$ cat src/rtl/katsayi_blok_tamponu_pkg.sv
// Shared widths, read-side state encoding and types for the
// coefficient block assembler and its storage banks.
package katsayi_blok_tamponu_pkg;

    localparam int HDATA_BIT      = 16;
    localparam int BLOCK_BIT      = 3;
    localparam int BLOCK_AREA     = 64;
    localparam int BLOCK_AREA_BIT = 6;

    typedef enum logic {
        BOS  = 1'b0,
        AKIS = 1'b1
    } oku_durum_t;

    typedef logic [HDATA_BIT-1:0]      katsayi_t;
    typedef logic [BLOCK_AREA_BIT-1:0] konum_t;
    typedef logic [BLOCK_BIT-1:0]      eksen_t;

    // Row-major linear address of an 8x8 position.
    function automatic konum_t konum(input eksen_t row, input eksen_t col);
        return {row, col};
    endfunction

endpackage

$ cat src/rtl/katsayi_banki.sv
// One 8x8 coefficient bank: 64-entry store plus written-mask.
// Ports: clk_i/rst_i, write (yaz, yaz_adr, yaz_veri), mask clear
// (temizle), masked combinational read (oku_adr -> oku_veri).
module katsayi_banki
    import katsayi_blok_tamponu_pkg::*;
(
    input  logic     clk_i,
    input  logic     rst_i,
    input  logic     yaz,
    input  konum_t   yaz_adr,
    input  katsayi_t yaz_veri,
    input  logic     temizle,
    input  konum_t   oku_adr,
    output katsayi_t oku_veri
);

    katsayi_t              mem [BLOCK_AREA];
    logic [BLOCK_AREA-1:0] maske_r;

    // Data needs no reset: the mask decides what is visible.
    always_ff @(posedge clk_i) begin
        if (yaz)
            mem[yaz_adr] <= yaz_veri;
    end

    always_ff @(posedge clk_i) begin
        if (rst_i) begin
            maske_r <= '0;
        end else begin
            if (temizle)
                maske_r <= '0;
            if (yaz)
                maske_r[yaz_adr] <= 1'b1;
        end
    end

    // Unwritten positions read as zero.
    assign oku_veri = maske_r[oku_adr] ? mem[oku_adr] : '0;

endmodule

$ cat src/rtl/katsayi_blok_tamponu.sv
// Double-buffered 8x8 block assembler: sparse (value,row,col) in,
// dense row-major 64-beat blocks out; ct_* write side, iy_* stream.
module katsayi_blok_tamponu
    import katsayi_blok_tamponu_pkg::*;
(
    input  logic                 clk_i,
    input  logic                 rst_i,
    input  logic [HDATA_BIT-1:0] ct_veri_i,
    input  logic [BLOCK_BIT-1:0] ct_row_i,
    input  logic [BLOCK_BIT-1:0] ct_col_i,
    input  logic                 ct_gecerli_i,
    output logic                 ct_hazir_o,
    input  logic                 blok_son_i,
    output logic [HDATA_BIT-1:0] iy_veri_o,
    output logic [BLOCK_BIT-1:0] iy_row_o,
    output logic [BLOCK_BIT-1:0] iy_col_o,
    output logic                 iy_son_o,
    output logic                 iy_gecerli_o,
    input  logic                 iy_hazir_i
);

    logic       yaz_bank_r;
    logic       oku_bank_r;
    logic [1:0] dolu_r;
    logic [1:0] dolu_n;
    logic       son_bekleyen_r;
    konum_t     oku_idx_r;
    oku_durum_t durum_r;

    logic       kabul;
    logic       yaz_dolu;
    logic       son_etkin;
    logic       son_ertele;
    logic       bekleyen_kapat;
    logic       kapat;
    logic       el_sikis;
    logic       blok_bitti;
    logic       diger_bank;
    logic       yukle;
    logic       sec_bank;
    konum_t     oku_adr;
    konum_t     yaz_adr;
    katsayi_t   veri0;
    katsayi_t   veri1;
    katsayi_t   okunan;

    assign yaz_dolu   = dolu_r[yaz_bank_r];
    assign ct_hazir_o = !yaz_dolu && !son_bekleyen_r;
    assign kabul      = ct_gecerli_i && ct_hazir_o;
    assign yaz_adr    = konum(ct_row_i, ct_col_i);

    // A strobe while a close is already pending is dropped.
    assign son_etkin      = blok_son_i && !son_bekleyen_r && !yaz_dolu;
    assign son_ertele     = blok_son_i && !son_bekleyen_r && yaz_dolu;
    assign bekleyen_kapat = son_bekleyen_r && !yaz_dolu;
    assign kapat          = son_etkin || bekleyen_kapat;

    assign diger_bank = ~oku_bank_r;
    assign el_sikis   = iy_gecerli_o && iy_hazir_i;
    assign blok_bitti = (durum_r == AKIS) && el_sikis
                        && (oku_idx_r == 6'd63);

    // Load the output register on start, on each mid-block
    // handshake, and on a back-to-back bank switch.
    assign yukle = ((durum_r == BOS) && dolu_r[oku_bank_r])
                || ((durum_r == AKIS) && el_sikis && !blok_bitti)
                || (blok_bitti && dolu_r[diger_bank]);

    always_comb begin
        oku_adr  = oku_idx_r + 6'd1;
        sec_bank = oku_bank_r;
        if (durum_r == BOS) begin
            oku_adr = '0;
        end else if (blok_bitti) begin
            oku_adr  = '0;
            sec_bank = diger_bank;
        end
    end

    assign okunan = sec_bank ? veri1 : veri0;

    // Close and free never hit the same bank in one cycle.
    always_comb begin
        dolu_n = dolu_r;
        if (blok_bitti)
            dolu_n[oku_bank_r] = 1'b0;
        if (kapat)
            dolu_n[yaz_bank_r] = 1'b1;
    end

    katsayi_banki u_bank0 (
        .clk_i    (clk_i),
        .rst_i    (rst_i),
        .yaz      (kabul && !yaz_bank_r),
        .yaz_adr  (yaz_adr),
        .yaz_veri (ct_veri_i),
        .temizle  (blok_bitti && !oku_bank_r),
        .oku_adr  (oku_adr),
        .oku_veri (veri0)
    );

    katsayi_banki u_bank1 (
        .clk_i    (clk_i),
        .rst_i    (rst_i),
        .yaz      (kabul && yaz_bank_r),
        .yaz_adr  (yaz_adr),
        .yaz_veri (ct_veri_i),
        .temizle  (blok_bitti && oku_bank_r),
        .oku_adr  (oku_adr),
        .oku_veri (veri1)
    );

    always_ff @(posedge clk_i) begin
        if (rst_i) begin
            yaz_bank_r     <= 1'b0;
            oku_bank_r     <= 1'b0;
            dolu_r         <= '0;
            son_bekleyen_r <= 1'b0;
            oku_idx_r      <= '0;
            durum_r        <= BOS;
            iy_veri_o      <= '0;
            iy_row_o       <= '0;
            iy_col_o       <= '0;
            iy_son_o       <= 1'b0;
            iy_gecerli_o   <= 1'b0;
        end else begin
            dolu_r <= dolu_n;
            if (kapat)
                yaz_bank_r <= ~yaz_bank_r;
            if (son_ertele)
                son_bekleyen_r <= 1'b1;
            else if (bekleyen_kapat)
                son_bekleyen_r <= 1'b0;
            if (blok_bitti)
                oku_bank_r <= diger_bank;

            if (yukle) begin
                durum_r      <= AKIS;
                oku_idx_r    <= oku_adr;
                iy_veri_o    <= okunan;
                iy_row_o     <= oku_adr[5:3];
                iy_col_o     <= oku_adr[2:0];
                iy_son_o     <= (oku_adr == 6'd63);
                iy_gecerli_o <= 1'b1;
            end else if (blok_bitti) begin
                durum_r      <= BOS;
                oku_idx_r    <= '0;
                iy_veri_o    <= '0;
                iy_row_o     <= '0;
                iy_col_o     <= '0;
                iy_son_o     <= 1'b0;
                iy_gecerli_o <= 1'b0;
            end
        end
    end

endmodule

$ cat config.mk
export PLATFORM = sky130hd
export DESIGN_NAME = katsayi_blok_tamponu
export DESIGN_NICKNAME = d
export VERILOG_FILES = /design/src/rtl/katsayi_blok_tamponu_pkg.sv /design/src/rtl/katsayi_banki.sv /design/src/rtl/katsayi_blok_tamponu.sv
export SDC_FILE = /design/constraint.sdc
export NUM_CORES = 2
export LEC_CHECK = 0
export CORE_ASPECT_RATIO = 1.25
export CORE_UTILIZATION = 35
export CTS_CLUSTER_DIAMETER = 100
export DETAILED_ROUTE_END_ITERATION = 10
export PLACE_DENSITY_LB_ADDON = 0.08
export SYNTH_ARGS = -nofsm -noshare
export SYNTH_HDL_FRONTEND = slang
export SYNTH_HIERARCHICAL = 1
export SYNTH_SLANG_ARGS = --single-unit
$ cat constraint.sdc
create_clock -name clk_i -period 8.05 [get_ports clk_i]
set_input_delay 2.0125 -clock clk_i [delete_from_list [all_inputs] [get_ports clk_i]]
set_output_delay 2.0125 -clock clk_i [all_outputs]
set_load 0.005 [all_outputs]
==> out/metrics.yaml <==
die:
  die_area_um2: 246000
  pin_count: 52
  start_util: 0.352
  die_w_um: 444
  num_rows: 202
  core-area_um2: 242000
  fp.dieH_um: 554
power:
  power_frac_clock: 0.429
  peakVddDrop_uv: 190
  p_switching_mw: 5.18
  power_mw: 24.0
  seqPwrFrac: 0.524
  p_int_mw: 18.8
  power.density_nw_per_um2: 246
  comb_power_share: 0.047
  netSwitchingFraction: 0.216
  p_leak_nw: 29.5
grt:
  grt_max_degree: 99
  gr-usage-all-layers: 0.195
  grt-ovfl-total: 0
  antenna_found_initial: 11
  grt_pass1_vias: 42700
  grt_pass1_wl_um: 340000
setup_path:
  path_max_fanout: 33
  cp-end-kind: "register"
  r2r_slack_ns: 1.96
  rr_worst_depth: 13
  cp_cell_sequence: "clkdlybuf4s50_1 -> inv_1 -> o21ai_0 -> nor2_4 -> buf_4 -> and2_2 -> buf_4 -> a22oi_1 -> nand2_1 -> a22oi_1 -> a211oi_1 -> o21ai_0 -> o2bb2ai_1 -> a21oi_1"
  reg2reg_to: "iy_veri_o[11]"
  slowest_delay_ns: 0.98
  r2r_start: "iy_col_o[0]"
  startpoint_type: "input pin"
  worstPathRequired_ns: 8.86
  critPathArrivalTime_ns: 7.29
  worstSetupPathType: "in -> reg"
  slowest_stage: "and2_2"
cts:
  clock_latency_ns: 0.89
  cts_max_level: 4
  ctsResizeCount: 0
  cts_root_buffer: "clkbuf_16"
  post_cts_buffers: 0
  cts_tree: "built"
  cts_buffer_depth: 4
  cts-buffers-inserted: 234
  clock_sinks: 2205
  hold_buffers: 0
  clk_pin_slew_ns: 0.06
drt:
  drt-met1-wl_um: 103000
  dr.pass1.iters: 5
  ant_nets: 0
  routedWlPerCell_um: 31.1
  drc_errors: 0
  viasPerCell: 5.41
  top_layer_used: "met5"
  drt_iter0_drc: 3625
  met3WireLength_um: 9430
  vias: 42100
  wl_met2_um: 123000
  drt-total-wl_um: 242000
yosys:
  synthTopCellsByCount: "2,048 x edfxtp_1, 538 x mux4_2, 370 x a22oi_1"
  synthCells: 4214
  syn_area_um2: 85300
  ys.flop_type: "edfxtp_1"
  synth_top_area_frac: 0.721
  synth_most_common_cell: "edfxtp_1"
  async_flop_share: 0
  seq_area_frac_synth: 0.758
  avgSynthCellArea_um2: 20.2
  synth_warnings: 6
  synth_edf_count: 2048
  ys_top_cells_by_area: "edfxtp_1 72%, mux4_2 14%, dfxtp_1 3.7%"
  synth_seq_cells: 2205
  synth_cell_types: 54
  synth_top_area_cell: "edfxtp_1"
  syn_nets: 4244
sta:
  fin_tns_setup_ns: 0
  slew_viol_final: 0
  finalHoldViolCount: 0
  relSlewSlack: 0.0132
  grt_setup_unrepaired: "no"
  finClkSkew_ns: 0.0592
  setup_violations: 0
  tightest_slew_ns: 1.48
  fmax_ghz: 0.154
  timing.final.crit_share: 0.805
  min_period_ns: 6.48
final_layout:
  fin_nets: 4444
  fillCellCount: 21500
  drive_gt1_frac: 0.261
  area_delta_synth_final_pct: 14.2
  utilization: 0.402
min_path:
  holdCritStartpoint: "u_bank0/maske_r[60]"
  hp-class: "reg -> reg"
  hold_path_depth: 2
  whs_endpoint: "u_bank0/maske_r[60]"
placed_design:
  dp_hpwl_um: 143000
  routabilityCongestion: 0.799
  port_buffers: 51
job:
  cap_violations: 0
outcome:
  status: "completed"
-- cells by family (layout without fill, tap and decap cells) --
logic type / after synthesis / count (layout) / share of synthesized area
compound gates: 564 / 564 / 0.0480
simple gates: 601 / 601 / 0.0307
xor+xnor: 2 / 2 / 0.000205
fa+ha+maj: 3 / 3 / 0.000440
other cells: 0 / 12 / 0
mux: 555 / 555 / 0.145
flops: 2205 / 2205 / 0.758
buf+inv: 284 / 673 / 0.0180
-- through the flow --
| step | area (um^2) | setup slack (ns) | hold slack, ns | instances |
|---|---|---|---|---|
| 2_1_floorplan | 85300 | 3.06 | 0.448 | 4214 |
| 3_3_place_gp | 90200 | 0.652 | 0.466 | 7339 |
| 3_5_place_dp | 90200 | 0.719 | 0.473 | 7340 |
| 4_1_cts | 97400 | 1.66 | 0.487 | 7765 |
| 5_1_grt | 97400 | 1.52 | 0.513 | 7768 |
| 6_report | 97400 | 1.57 | 0.485 | 7777 |
-- cell type report --
| class | instances | area (um^2) | share of cell area |
|---|---|---|---|
| clock buffer | 291 | 6130 | 0.0629 |
| multi-input combinational | 1725 | 19500 | 0.200 |
| clock inverter | 134 | 1040 | 0.0107 |
| antenna | 12 | 30.0 | 0.000308 |
| inverter | 9 | 33.8 | 0.000347 |
| tap | 3162 | 3960 | 0.0406 |
| sequential | 2205 | 64600 | 0.663 |
| timing repair buffer | 239 | 2140 | 0.0220 |
-- critical path, delay by kind of cell --
kind                   cells  cell delay [ns]
buffers and inverters      4             1.66
AOI/OAI and AO/OA          7             1.82
and+or+nand+nor            3             1.73
-- worst max-delay path by stage --
stage          cells after the start                 end          from
6_report                          14       iy_veri_o[11]    iy_hazir_i
5_1_grt                           14       iy_veri_o[11]    iy_hazir_i
4_1_cts                           14       iy_veri_o[11]    iy_hazir_i
3_5_place_dp                      14       iy_veri_o[11]    iy_hazir_i
3_3_place_gp                      14       iy_veri_o[11]    iy_hazir_i
2_1_floorplan                      6  u_bank1/mem[40][0]  ct_gecerli_i
-- power groups by stage --
| stage | logic (mW) | clock network [mW] | registers (mW) |
|---|---|---|---|
| global route | 1.22 | 11.0 | 12.5 |
| global placement | 1.16 | 0 | 12.8 |
| floorplan | 0.702 | 0 | 12.8 |
| finish | 1.13 | 10.3 | 12.6 |
| detailed placement | 1.17 | 0 | 12.8 |
| CTS | 1.17 | 10.6 | 12.6 |
-- layer usage --
metal / vias to the layer above / track usage
met5: - / 0
met2: 965 / 0.330
met1: 22900 / 0.261
met4: 2 / 0.0563
met3: 299 / 0.0255
li1: 17900 / -
-- sequential cells by signal, summed over array words and instances, names as in the netlist, 2 cells and up --
name and flops:
u_bank1/maske_r 64, u_bank0/mem 1024, iy_col_o 2, u_bank0/maske_r 64
u_bank1/mem 1024, dolu_r 2, iy_row_o 3, iy_veri_o 16
-- placed cells by master (no fill, tap or decap), types with 50 or more instances in the layout --
cell type / count
nor2_2: 82
clkbuf_16: 235
buf_4: 183
a22oi_1: 370
edfxtp_1: 2048
nor2_1: 192
a21oi_1: 90
dfxtp_1: 157
clkinv_1: 54
clkbuf_1: 52
nand2_1: 172
clkinv_2: 50
mux4_2: 538
Note: power is estimated with default switching activity, not from simulation.
